## config.mk

```make
export PLATFORM = sky130hd
export DESIGN_NAME = red_iter_unit
export DESIGN_NICKNAME = d
export VERILOG_FILES = /design/src/rtl/red_iter_unit.sv
export SDC_FILE = /design/constraint.sdc
export NUM_CORES = 1
export LEC_CHECK = 0
export CELL_PAD_IN_SITES_DETAIL_PLACEMENT = 0
export CELL_PAD_IN_SITES_GLOBAL_PLACEMENT = 1
export CORE_ASPECT_RATIO = 1.75
export CORE_MARGIN = 2
export CORE_UTILIZATION = 25
export DETAILED_ROUTE_END_ITERATION = 6
export GPL_TIMING_DRIVEN = 0
export PLACE_DENSITY_LB_ADDON = 0.1
export SLEW_MARGIN = 20
export SYNTH_ARGS = -nofsm -noshare
export SYNTH_HDL_FRONTEND = slang
export SYNTH_SLANG_ARGS = --single-unit
```

## constraint.sdc

```tcl
create_clock -name clk_i -period 3.6 [get_ports clk_i]
set_input_delay 0.9 -clock clk_i [delete_from_list [all_inputs] [get_ports clk_i]]
set_output_delay 0.9 -clock clk_i [all_outputs]
set_load 0.005 [all_outputs]
```

## src/rtl/red_iter_unit.sv

```systemverilog
`default_nettype none
// ============================================================================
// Module   : red_iter_unit
// Purpose  : Iterative valid/ready bitwise reducer (AND/OR/XOR/XNOR),
//            folding `chunk` bits per cycle with optional AND/OR early exit.
// Revision : 1.0 - initial release
// ============================================================================
module red_iter_unit #(
  parameter int width      = 64,
  parameter int chunk      = 8,
  parameter bit early_exit = 1'b1,
  localparam int N  = (width + chunk - 1) / chunk,
  localparam int CW = $clog2(N + 1)
) (
  input  logic             clk_i,
  input  logic             rst_ni,
  input  logic             valid_i,
  output logic             ready_o,
  input  logic [width-1:0] A_i,
  input  logic [1:0]       Op_i,
  output logic             valid_o,
  input  logic             ready_i,
  output logic             Z_o,
  output logic [CW-1:0]    Beats_o
);

  localparam int PW = N * chunk;
  // Bits of the padded operand that lie beyond the real vector.
  localparam logic [PW-1:0] PAD_MASK = ~({PW{1'b1}} >> (PW - width));

  localparam logic [1:0] OP_AND  = 2'b00;
  localparam logic [1:0] OP_OR   = 2'b01;
  localparam logic [1:0] OP_XNOR = 2'b11;

  typedef enum logic [1:0] {
    IDLE = 2'd0,
    RUN  = 2'd1,
    DONE = 2'd2
  } state_t;

  state_t          state;
  state_t          state_nxt;
  logic [PW-1:0]   vec;
  logic [1:0]      op;
  logic            acc;
  logic [CW-1:0]   k;

  logic [chunk-1:0] slice;
  logic             slice_red;
  logic             acc_nxt;
  logic             last_beat;
  logic             early_hit;
  logic             finish;
  logic             accept;

  assign ready_o = (state == IDLE);
  assign valid_o = (state == DONE);
  assign accept  = valid_i && (state == IDLE);

  // The captured vector shifts down each beat, so the current chunk is
  // always at the bottom.
  assign slice = vec[chunk-1:0];

  always_comb begin
    slice_red = 1'b0;
    acc_nxt   = 1'b0;
    case (op)
      OP_AND: begin
        slice_red = &slice;
        acc_nxt   = acc & slice_red;
      end
      OP_OR: begin
        slice_red = |slice;
        acc_nxt   = acc | slice_red;
      end
      default: begin
        slice_red = ^slice;
        acc_nxt   = acc ^ slice_red;
      end
    endcase
  end

  assign last_beat = (k == CW'(N - 1));
  assign early_hit = early_exit &&
                     (((op == OP_AND) && !acc_nxt) || ((op == OP_OR) && acc_nxt));
  assign finish    = last_beat || early_hit;

  always_ff @(posedge clk_i or negedge rst_ni) begin
    if (!rst_ni) begin
      state <= IDLE;
    end else begin
      state <= state_nxt;
    end
  end

  always_comb begin
    state_nxt = state;
    case (state)
      IDLE:    if (valid_i)  state_nxt = RUN;
      RUN:     if (finish)   state_nxt = DONE;
      DONE:    if (ready_i)  state_nxt = IDLE;
      default:               state_nxt = IDLE;
    endcase
  end

  always_ff @(posedge clk_i or negedge rst_ni) begin
    if (!rst_ni) begin
      vec     <= '0;
      op      <= '0;
      acc     <= 1'b0;
      k       <= '0;
      Z_o     <= 1'b0;
      Beats_o <= '0;
    end else begin
      if (accept) begin
        // AND padding is filled with ones so the partial chunk stays neutral;
        // zero padding is already neutral for OR/XOR/XNOR.
        vec <= (Op_i == OP_AND) ? (PW'(A_i) | PAD_MASK) : PW'(A_i);
        op  <= Op_i;
        acc <= (Op_i == OP_AND);
        k   <= '0;
      end else if (state == RUN) begin
        acc <= acc_nxt;
        vec <= vec >> chunk;
        k   <= k + CW'(1);
        if (finish) begin
          Z_o     <= (op == OP_XNOR) ? ~acc_nxt : acc_nxt;
          Beats_o <= k + CW'(1);
        end
      end
    end
  end

endmodule
`default_nettype wire

```

==> results.py, run 1 <==
metrics = {
    "logic_synthesis": {
        "synth_seq_cells": 78,
        "yosys_warnings": 0,
        "syn_nets": 443,
        "synth_cell_type_count": 35,
        "seq_area_frac_synth_pct": 55.2,
        "synth.top_cell.area_share_pct": 55.2,
        "netlist_area_sq_um": 3540,
        "yosysMostFrequentCell": "nand2_1",
        "syn_avg_cell_area_sq_um": 9.71,
        "synth_edf_count": 0,
        "synthTopCellsByArea": "dfrtp_1, nand2_1, a22oi_1",
        "synthTopCellsByCount": "nand2_1, dfrtp_1, a22oi_1",
        "synthCells": 364,
        "yosys.area.top_type": "dfrtp_1",
        "async_flop_share_pct": 100,
        "ys.flop_type": "dfrtp_1",
    },
    "power_and_ir_drop": {
        "power_mw": 4.11,
        "vdd.ir_drop.worst_uv": 258,
        "p_clk_share_pct": 20.8,
        "switching_power_mw": 1.57,
        "pwr-share-seq_pct": 37.7,
        "leakagePower_nw": 2.25,
        "p_int_mw": 2.54,
        "p_comb_share_pct": 41.5,
        "swShare_pct": 38.2,
        "power.density_nw_per_um2": 854,
    },
    "clocking": {
        "cts_resized": 0,
        "clk_pin_slew_ns": 0.06,
        "tritoncts": "done",
        "cts_root_buffer": "clkbuf_16",
        "cts_buffers": 9,
        "htreeDepth": 3,
        "clock_path_buffers": 2,
        "postCtsSetupRepairBufs": 0,
        "ctsHoldBuffers": 0,
        "worstSkewPairLatency_ns": 0.34,
        "cts.sinks": 78,
    },
    "final_layout": {
        "instances_no_fill": 634,
        "area_growth_pct": 36.1,
        "final_util_pct": 34.8,
        "diodes": 0,
        "drive_gt1_share_pct": 8.10,
        "fill_cells": 1479,
        "multiInputGateArea_sq_um": 1430,
        "stdcell_area_sq_um": 4810,
        "seq_area_sq_um": 1950,
        "fin_nets": 531,
    },
    "die": {
        "die_y_um": 161,
        "fp.dieW_um": 93.9,
        "initial_core_util_pct": 25.6,
        "die_area_sq_um": 15100,
        "num_io_pins": 77,
        "rows": 57,
        "core_area_sq_um": 13800,
    },
    "placed_design": {
        "post_dp_cell_area_sq_um": 4540,
        "pre_cts_slack_ns": 1.00,
        "dp_hpwl_mm": 7.92,
        "routabilityCongestion": 0.731,
        "io_buffers": 76,
        "place_inst": 618,
    },
    "detailed_routing": {
        "drcViolationCount": 0,
        "wl_mm": 10.5,
        "drtIter0Drc": 143,
        "via_per_inst": 4.62,
        "detail_route.wl_per_cell_um": 16.5,
        "antenna_left": 0,
        "via_count": 2926,
        "dr.pass1.iters": 5,
    },
    "setup_path": {
        "crit_fanout": 4,
        "crit_path_end_kind": "primary output",
        "worstSetupPathType": "flop to primary output",
        "critPathBufInv": 1,
        "start_kind": "flop",
        "slowest_stage": "clkdlybuf4s50_1",
        "cp_data_arrival_time_ns": 1.45,
        "required_ns": 2.70,
        "slowest_delay_ns": 0.53,
        "path_cells": "nor2_1, clkdlybuf4s50_1",
        "path_delay_family": "buffers and inverters",
    },
    "status": {
        "outcome": "finished, final reports clean",
    },
    "sta": {
        "fin_setup_tns_ns": 0,
        "period_minus_slack_ns": 2.35,
        "setup_slack_ns": 1.25,
        "tightest_slew_ns": 0.581,
        "timing.final.hold_violations": 0,
        "finClkSkew_ns": 0.00652,
        "relSlewSlack_pct": 61.3,
        "fmax_mhz": 426,
        "period_share_pct": 65.1,
        "rsz0062_at_grt": "false",
        "slew_viol_final": 0,
        "setup_viol_count_final": 0,
        "hold_slack_ns": 0.476,
    },
    "global_route": {
        "grt_max_degree": 42,
        "grt_pass1_wl_mm": 16.9,
        "grt_util_all_layers_pct": 14.7,
        "grt_overflow": 0,
        "grt_pass1_vias": 3011,
        "antenna_found_initial": 0,
    },
    "flow_run": {
        "max-cap-violations": 0,
    },
    "worst_hold_path": {
        "hp-class": "flop to flop",
    },
}
==> cells by family after synthesis <==
group | share of synthesized area [%]
AND/OR/NAND/NOR | 18.6
flip-flops | 55.2
AO/OA/AOI/OAI | 16.6
buffers and inverters | 4.39
adder cells (fa/ha/maj) | 3.18
XOR/XNOR | 1.63
multiplexers | 0.425
==> per-layer routing <==
layer	vias up	track usage [%]	wire [um]	part of all wire (%)
met5	-	0	0	0
met4	0	5.34	133	1.3
met3	8	2.66	408	3.9
met2	66	26.1	5700	54
met1	1423	17.5	4230	40
li1	1429	-	-	-
==> layout by cell type (no fill, tap or decap), types with 2 or more instances in the layout <==
cell / count
nand2_1: 127
dfrtp_1: 78
clkdlybuf4s50_1: 75
a22oi_1: 48
buf_2: 13
inv_1: 11
clkbuf_1: 10
nand3_1: 10
nor3_1: 9
o21ai_0: 9
ha_1: 9
clkbuf_16: 9
a221o_1: 8
xnor2_1: 4
nor2_1: 3
buf_4: 3
nand2b_1: 2
nor2b_1: 2
o31ai_1: 2
clkinv_4: 2
clkinv_2: 2
==> state kept, by name, indices dropped and copies added, names as in the netlist <==
| register | cells |
|---|---|
| state | 2 |
| k | 4 |
| vec | 64 |
| Z_o | 1 |
| acc | 1 |
| op | 2 |
| Beats_o | 4 |
==> power groups by stage <==
| stage | clock network, mW | registers (mW) | logic, mW |
|---|---|---|---|
| after floorplan | 0 | 1.49 | 1.20 |
| after global placement | 0 | 1.56 | 1.72 |
| after detailed placement | 0 | 1.57 | 1.74 |
| after CTS | 0.876 | 1.55 | 1.75 |
| after global routing | 0.913 | 1.61 | 1.94 |
| final | 0.854 | 1.55 | 1.71 |
==> path summary, 6_finish.rpt <==
check                          from    endpoint  slack [ns]  cells past startpoint
setup / recovery           state[1]     ready_o        1.25                      2
hold / removal              vec[41]     vec[41]        0.48                      2
setup reg to reg             vec[6]         Z_o        1.64                      7
hold reg to reg             vec[41]     vec[41]        0.48                      2
max in group asynchronous    rst_ni     vec[26]        2.41                      2
min in group asynchronous    rst_ni  Beats_o[3]        0.56                      1
==> worst reg2reg max path: cells and delay by family, from the launching register on <==
kind / cells / cell delay, ns
fa+ha+maj: 1 / 0.30
xor+xnor: 2 / 0.65
buf+inv: 1 / 0.06
simple gates: 1 / 0.18
flops: 1 / 0.35
compound gates: 2 / 0.28
==> final cells by class <==
cell class | instances | share of cell area, %
plain buffers | 24 | 2.37
inverters | 11 | 0.858
well taps | 177 | 4.60
clock buffers | 11 | 5.04
multi-input cells | 251 | 29.7
repair buffers | 77 | 16.2
clock inverters | 5 | 0.728
flip-flops and latches | 78 | 40.6
No activity file was read; power rests on OpenSTA's default activity.
==> run 2: changes to the inputs <==
==> constraint.sdc (replaced) <==
create_clock -name clk_i -period 2.3 [get_ports clk_i]
set_input_delay 0.575 -clock clk_i [delete_from_list [all_inputs] [get_ports clk_i]]
set_output_delay 0.575 -clock clk_i [all_outputs]
set_load 0.005 [all_outputs]
==> results of run 2 <==
The final DEF is identical to that of run 1. Status: finished, final reports clean.
Among the figures that moved: setup slack after placement 1.00 ns -> 0.0291 ns; setup slack after layout 1.25 ns -> 0.280 ns; hold slack 0.476 ns -> 0.239 ns; register-to-register setup slack 1.64 ns -> 0.34 ns; total power 4.11 mW -> 6.43 mW; worst IR drop on VDD 258 uV -> 403 uV
==> variant 1: new RTL, settings of run 2 <==
Set the parameter `early_exit` to 1'b0 (it was 1'b1).
--- a/src/rtl/red_iter_unit.sv
+++ b/src/rtl/red_iter_unit.sv
@@ -10,3 +10,3 @@
   parameter int chunk      = 8,
-  parameter bit early_exit = 1'b1,
+  parameter bit early_exit = 1'b0,
   localparam int N  = (width + chunk - 1) / chunk,
Function: changed (a bounded check fails within 4 cycles, from zero or initial values and one cycle with rst_ni low).
==> variant 1 against run 2 <==
- synthesized area decreased by 1.9%
- design area down 0.13%
- utilization up 0.32 points
- sequential cell count unchanged
- wire length is 3.0% lower
- register-to-register slack better by 100 ps
- clock power grew 21%
- power grew 0.44%
- clock skew is essentially flat
- sequential power shrank 3%
- setup slack worse by 100 ps
- largest power group unchanged
- highest routed layer unchanged
==> variant 1: results (changes against run 2) <==
qor: yosys.postSynthNetCount 436 [-1.6%]
qor: placed_design.hpwlAfterDp 7.649 mm [-3.4%]
qor: detailed_routing.post_drt_via_cell_ratio 4.542 [-1.6%]
qor: detailed_routing.violation_count_after_the_first_detailed_routing_iteration 123 [-14%]
qor: final_layout.final_cells 626 [-1.3%]
qor: placed_design.dp.cells 611 [-1.1%]
qor: yosys.ys_seq_area_share 56.26% [+1.1 points]
qor: yosys.synth_mux_area_share 0.6131% [+0.19 points]
qor: detailed_routing.drt_first_pass_iters 4 [-1]
qor: placed_design.routability_driven_placement_congestion_ratio 0.7626 [+4.3%]
qor: global_routing.grt_usage 14.40% [-0.33 points]
qor: yosys.synthDistinctLibCells 30 [-14%]
qor: final_layout.num-nets-final 524 [-1.3%]
qor: critical_path.critical-path-max-stage-delay 490 ps [-40 ps]
qor: status.status finished clean
qor: power.power.static_leakage 2.208 nW [-1.8%]
qor: yosys.synth_fa_ha_area_share 3.246% [+0.061 points]
qor: global_routing.global_route.usage.met3 2.783% [+0.12 points]
qor: placed_design.placed_instance_area 4469 um^2 [-1.5%]
qor: yosys.compound_gate_portion_of_the_synthesized_area 16.30% [-0.26 points]
qor: global_routing.grtUsageMet1 16.43% [-1.1 points]
qor: placed_design.detailedPlace.worstSlack -203.5 ps [-232.6 ps]
qor: sta.timing_worst_slew_pin_value 591.6 ps [+10.77 ps]
qor: yosys.synthXorXnorAreaFrac 1.659% [+0.031 points]
qor: yosys.post_synth_most_frequent_cells nand2_1, dfrtp_1, a22oi_1
qor: critical_path.path_max_fanout 10 [+6]
qor: detailed_routing.route.final.wire_length 10.17 mm [-3.0%]
qor: critical_path.worst_endpoint_data_arrival_time 2390 ps [+940 ps]
variant 1: changes by cell type after synthesis, moves of 3 or more:
| cell | before | now |
|---|---|---|
| o21ai_1 | 1 | 11 |
| o21ai_0 | 9 | 5 |
| nand3_1 | 10 | 1 |
| buf_2 | 13 | 10 |
| a21oi_1 | 1 | 4 |
variant 1: stage by stage:
stage | power (mW) | utilization (%)
final | 6.462 | 35.11
after global routing | 7.029 | 35.11
after CTS | 6.593 | 35.11
after detailed placement | 4.938 | 32.64
after global placement | 4.905 | 32.51
after floorplan | 4.014 | -
variant 1: path summary, 6_finish.rpt:
| path | from | to | slack [ps] | cells after the start |
|---|---|---|---|---|
| worst max-delay path | valid_i | vec[48] | 180 | 6 |
| worst max register to register | state[1] | vec[48] | 440 | 5 |
| min in group clk_i | vec[35] | vec[35] | 470 | 2 |
| max in group asynchronous | rst_ni | acc | 1450 | 2 |
| worst min-delay path | rst_ni | vec[45] | 230 | 1 |
| worst min register to register | vec[35] | vec[35] | 470 | 2 |
variant 1: area by class of cell:
| type | instances | area [um^2] |
|---|---|---|
| plain buffers | 23 | 110.1 |
| clock buffers | 11 | 242.7 |
| clock inverters | 4 | 95.09 |
| fillers | 1489 | 8886 |
| inverters | 9 | 33.78 |
| multi-input cells | 247 | 1374 |
| flip-flops and latches | 78 | 1952 |
| well taps | 177 | 221.5 |
| repair buffers | 77 | 778.2 |
variant 1: cell families after synthesis:
logic type | count (synthesis)
AO/OA/AOI/OAI | 79
adder cells (fa/ha/maj) | 9
AND/OR/NAND/NOR | 152
multiplexers | 2
flip-flops | 78
XOR/XNOR | 5
buffers and inverters | 32
variant 1: where the power goes:
| group | total, mW | switching (mW) | internal, mW |
|---|---|---|---|
| clock | 1.62 | 0.541 | 1.08 |
| sequential | 2.35 | 0.375 | 1.98 |
| combinational | 2.49 | 1.37 | 1.12 |
variant 1: layer usage:
layer	up-vias	share of wire, %
met2	50	55
met4	0	1.2
li1	1401	-
met3	10	3.6
met1	1382	40
met5	-	0
==> variant 2: new RTL, flow settings as in run 2 <==
Without the edit above. Make the reset (`rst_ni`) synchronous in 2 clocked blocks.
--- a/src/rtl/red_iter_unit.sv
+++ b/src/rtl/red_iter_unit.sv
@@ -87,3 +87,3 @@
 
-  always_ff @(posedge clk_i or negedge rst_ni) begin
+  always_ff @(posedge clk_i) begin
     if (!rst_ni) begin
@@ -105,3 +105,3 @@
 
-  always_ff @(posedge clk_i or negedge rst_ni) begin
+  always_ff @(posedge clk_i) begin
     if (!rst_ni) begin
Formal check against the unedited RTL: differs if rst_ni is asserted again (counterexample within 4 cycles, from zero or initial values and one cycle with rst_ni low); with rst_ni held inactive, the same outputs for 10 cycles.
==> variant 2 against run 2 <==
- wire length shrank 3.6%
- design area down 4.7%
- synthesized area down 6.4%
- synthesized cell count is 5.5% higher
- sequential cell count is the same
- critical path depth did not move
- setup slack better by 44 ps
- first-iteration DRC count shrank 30%
Power is not compared: it rests on default switching activity, and its combinational part moved more than twofold at a synthesized area within 25%.
==> variant 2: results (changes against run 2) <==
qor: final_layout.multi_input_cells 265 [+5.6%]
qor: detailed_routing.drt_first_pass_iters 4 [-1]
qor: global_routing.number_of_global_route_vias_before_repair 2,936 [-2.5%]
qor: yosys.synthDistinctLibCells 31 [-11%]
qor: yosys.synth_mux_area_share 0.3023% [-0.12 points]
qor: final_layout.multi_input_logic_portion_of_the_cell_area 33.48% [+3.8 points]
qor: final_layout.inv_count 10 [-1]
qor: yosys.synth_fa_ha_area_share 3.401% [+0.22 points]
qor: placed_design.placed_instance_area 4285 um^2 [-5.5%]
qor: detailed_routing.route.final.wire_length 10.09 mm [-3.6%]
qor: global_routing.met2_demand_to_capacity_share_in_global_routing 26.91% [+0.84 points]
qor: yosys.compound_gate_portion_of_the_synthesized_area 26.61% [+10 points]
qor: final_layout.drive_above_1_share 7.563% [-0.53 points]
qor: yosys.post_synth_most_frequent_cells dfxtp_1, nand2_1, a21oi_1
qor: global_routing.grtUsageMet1 15.84% [-1.7 points]
qor: detailed_routing.violation_count_after_the_first_detailed_routing_iteration 100 [-30%]
qor: detailed_routing.met1Wirelength 4.042 mm [-4.4%]
qor: detailed_routing.routed_wl_met3 330 um [-19%]
qor: yosys.ys_seq_area_share 47.17% [-8.0 points]
qor: final_layout.nFillCells 1,431 [-3.2%]
qor: yosys.netlist_top_cells_area dfxtp_1, a22oi_1, a21oi_1, nand2_1, ha_1
qor: global_routing.global_route.usage.met3 2.985% [+0.33 points]
qor: yosys.async_flop_share 0% [-100 points]
qor: placed_design.routability_driven_placement_congestion_ratio 0.6932 [-5.2%]
qor: sta.slew_headroom 60.49% [-0.78 points]
qor: yosys.synthesis.instances 384 [+5.5%]
qor: final_layout.layout_commonest_cell dfxtp_1
qor: final_layout.num-nets-final 550 [+3.6%]
qor: global_routing.grt_usage 14.43% [-0.30 points]
qor: final_layout.final_cells 647 [+2.1%]
qor: yosys.synthesized_area_per_cell 8.622 um^2 [-11%]
qor: status.status finished clean
qor: yosys.postSynthNetCount 463 [+4.5%]
qor: detailed_routing.vias 2,950 [+0.82%]
qor: critical_path.worst_endpoint_data_arrival_time 1400 ps [-50 ps]
qor: placed_design.detailedPlace.worstSlack -7.057 ps [-36.13 ps]
qor: global_routing.largest_net_degree_at_the_start_of_global_routing 15 [-64%]
qor: final_layout.layout.buffer.nonclock.area_share 20.44% [+1.9 points]
[variant 2: changes by cell type after synthesis, moves of 5 or more]
cell,delta
dfrtp_1,-78
dfxtp_1,+78
a21oi_1,+70
nand2_1,-53
nor2_1,+11
nor3_1,-9
a221o_1,-8
a22oi_1,+8
buf_2,-7
clkbuf_1,+7
o21ai_0,-7
buf_6,+5
[variant 2: power by group through the flow]
stage               Clock, mW  Sequential, mW  Combinational (mW)
floorplan                   0            1.53               0.367
global placement            0            1.55               0.620
detailed placement          0            1.55               0.622
CTS                      1.48            1.52               0.626
global route             1.53            1.53               0.686
finish                   1.43            1.52               0.614
[variant 2: path summary, 6_finish.rpt]
path	startpoint	endpoint	slack (ps)	depth (start not counted)
worst min register to register	vec[44]	vec[44]	460	2
worst min-delay path	vec[44]	vec[44]	460	2
worst max register to register	vec[2]	Z_o	480	7
worst max-delay path	state[1]	valid_o	320	2
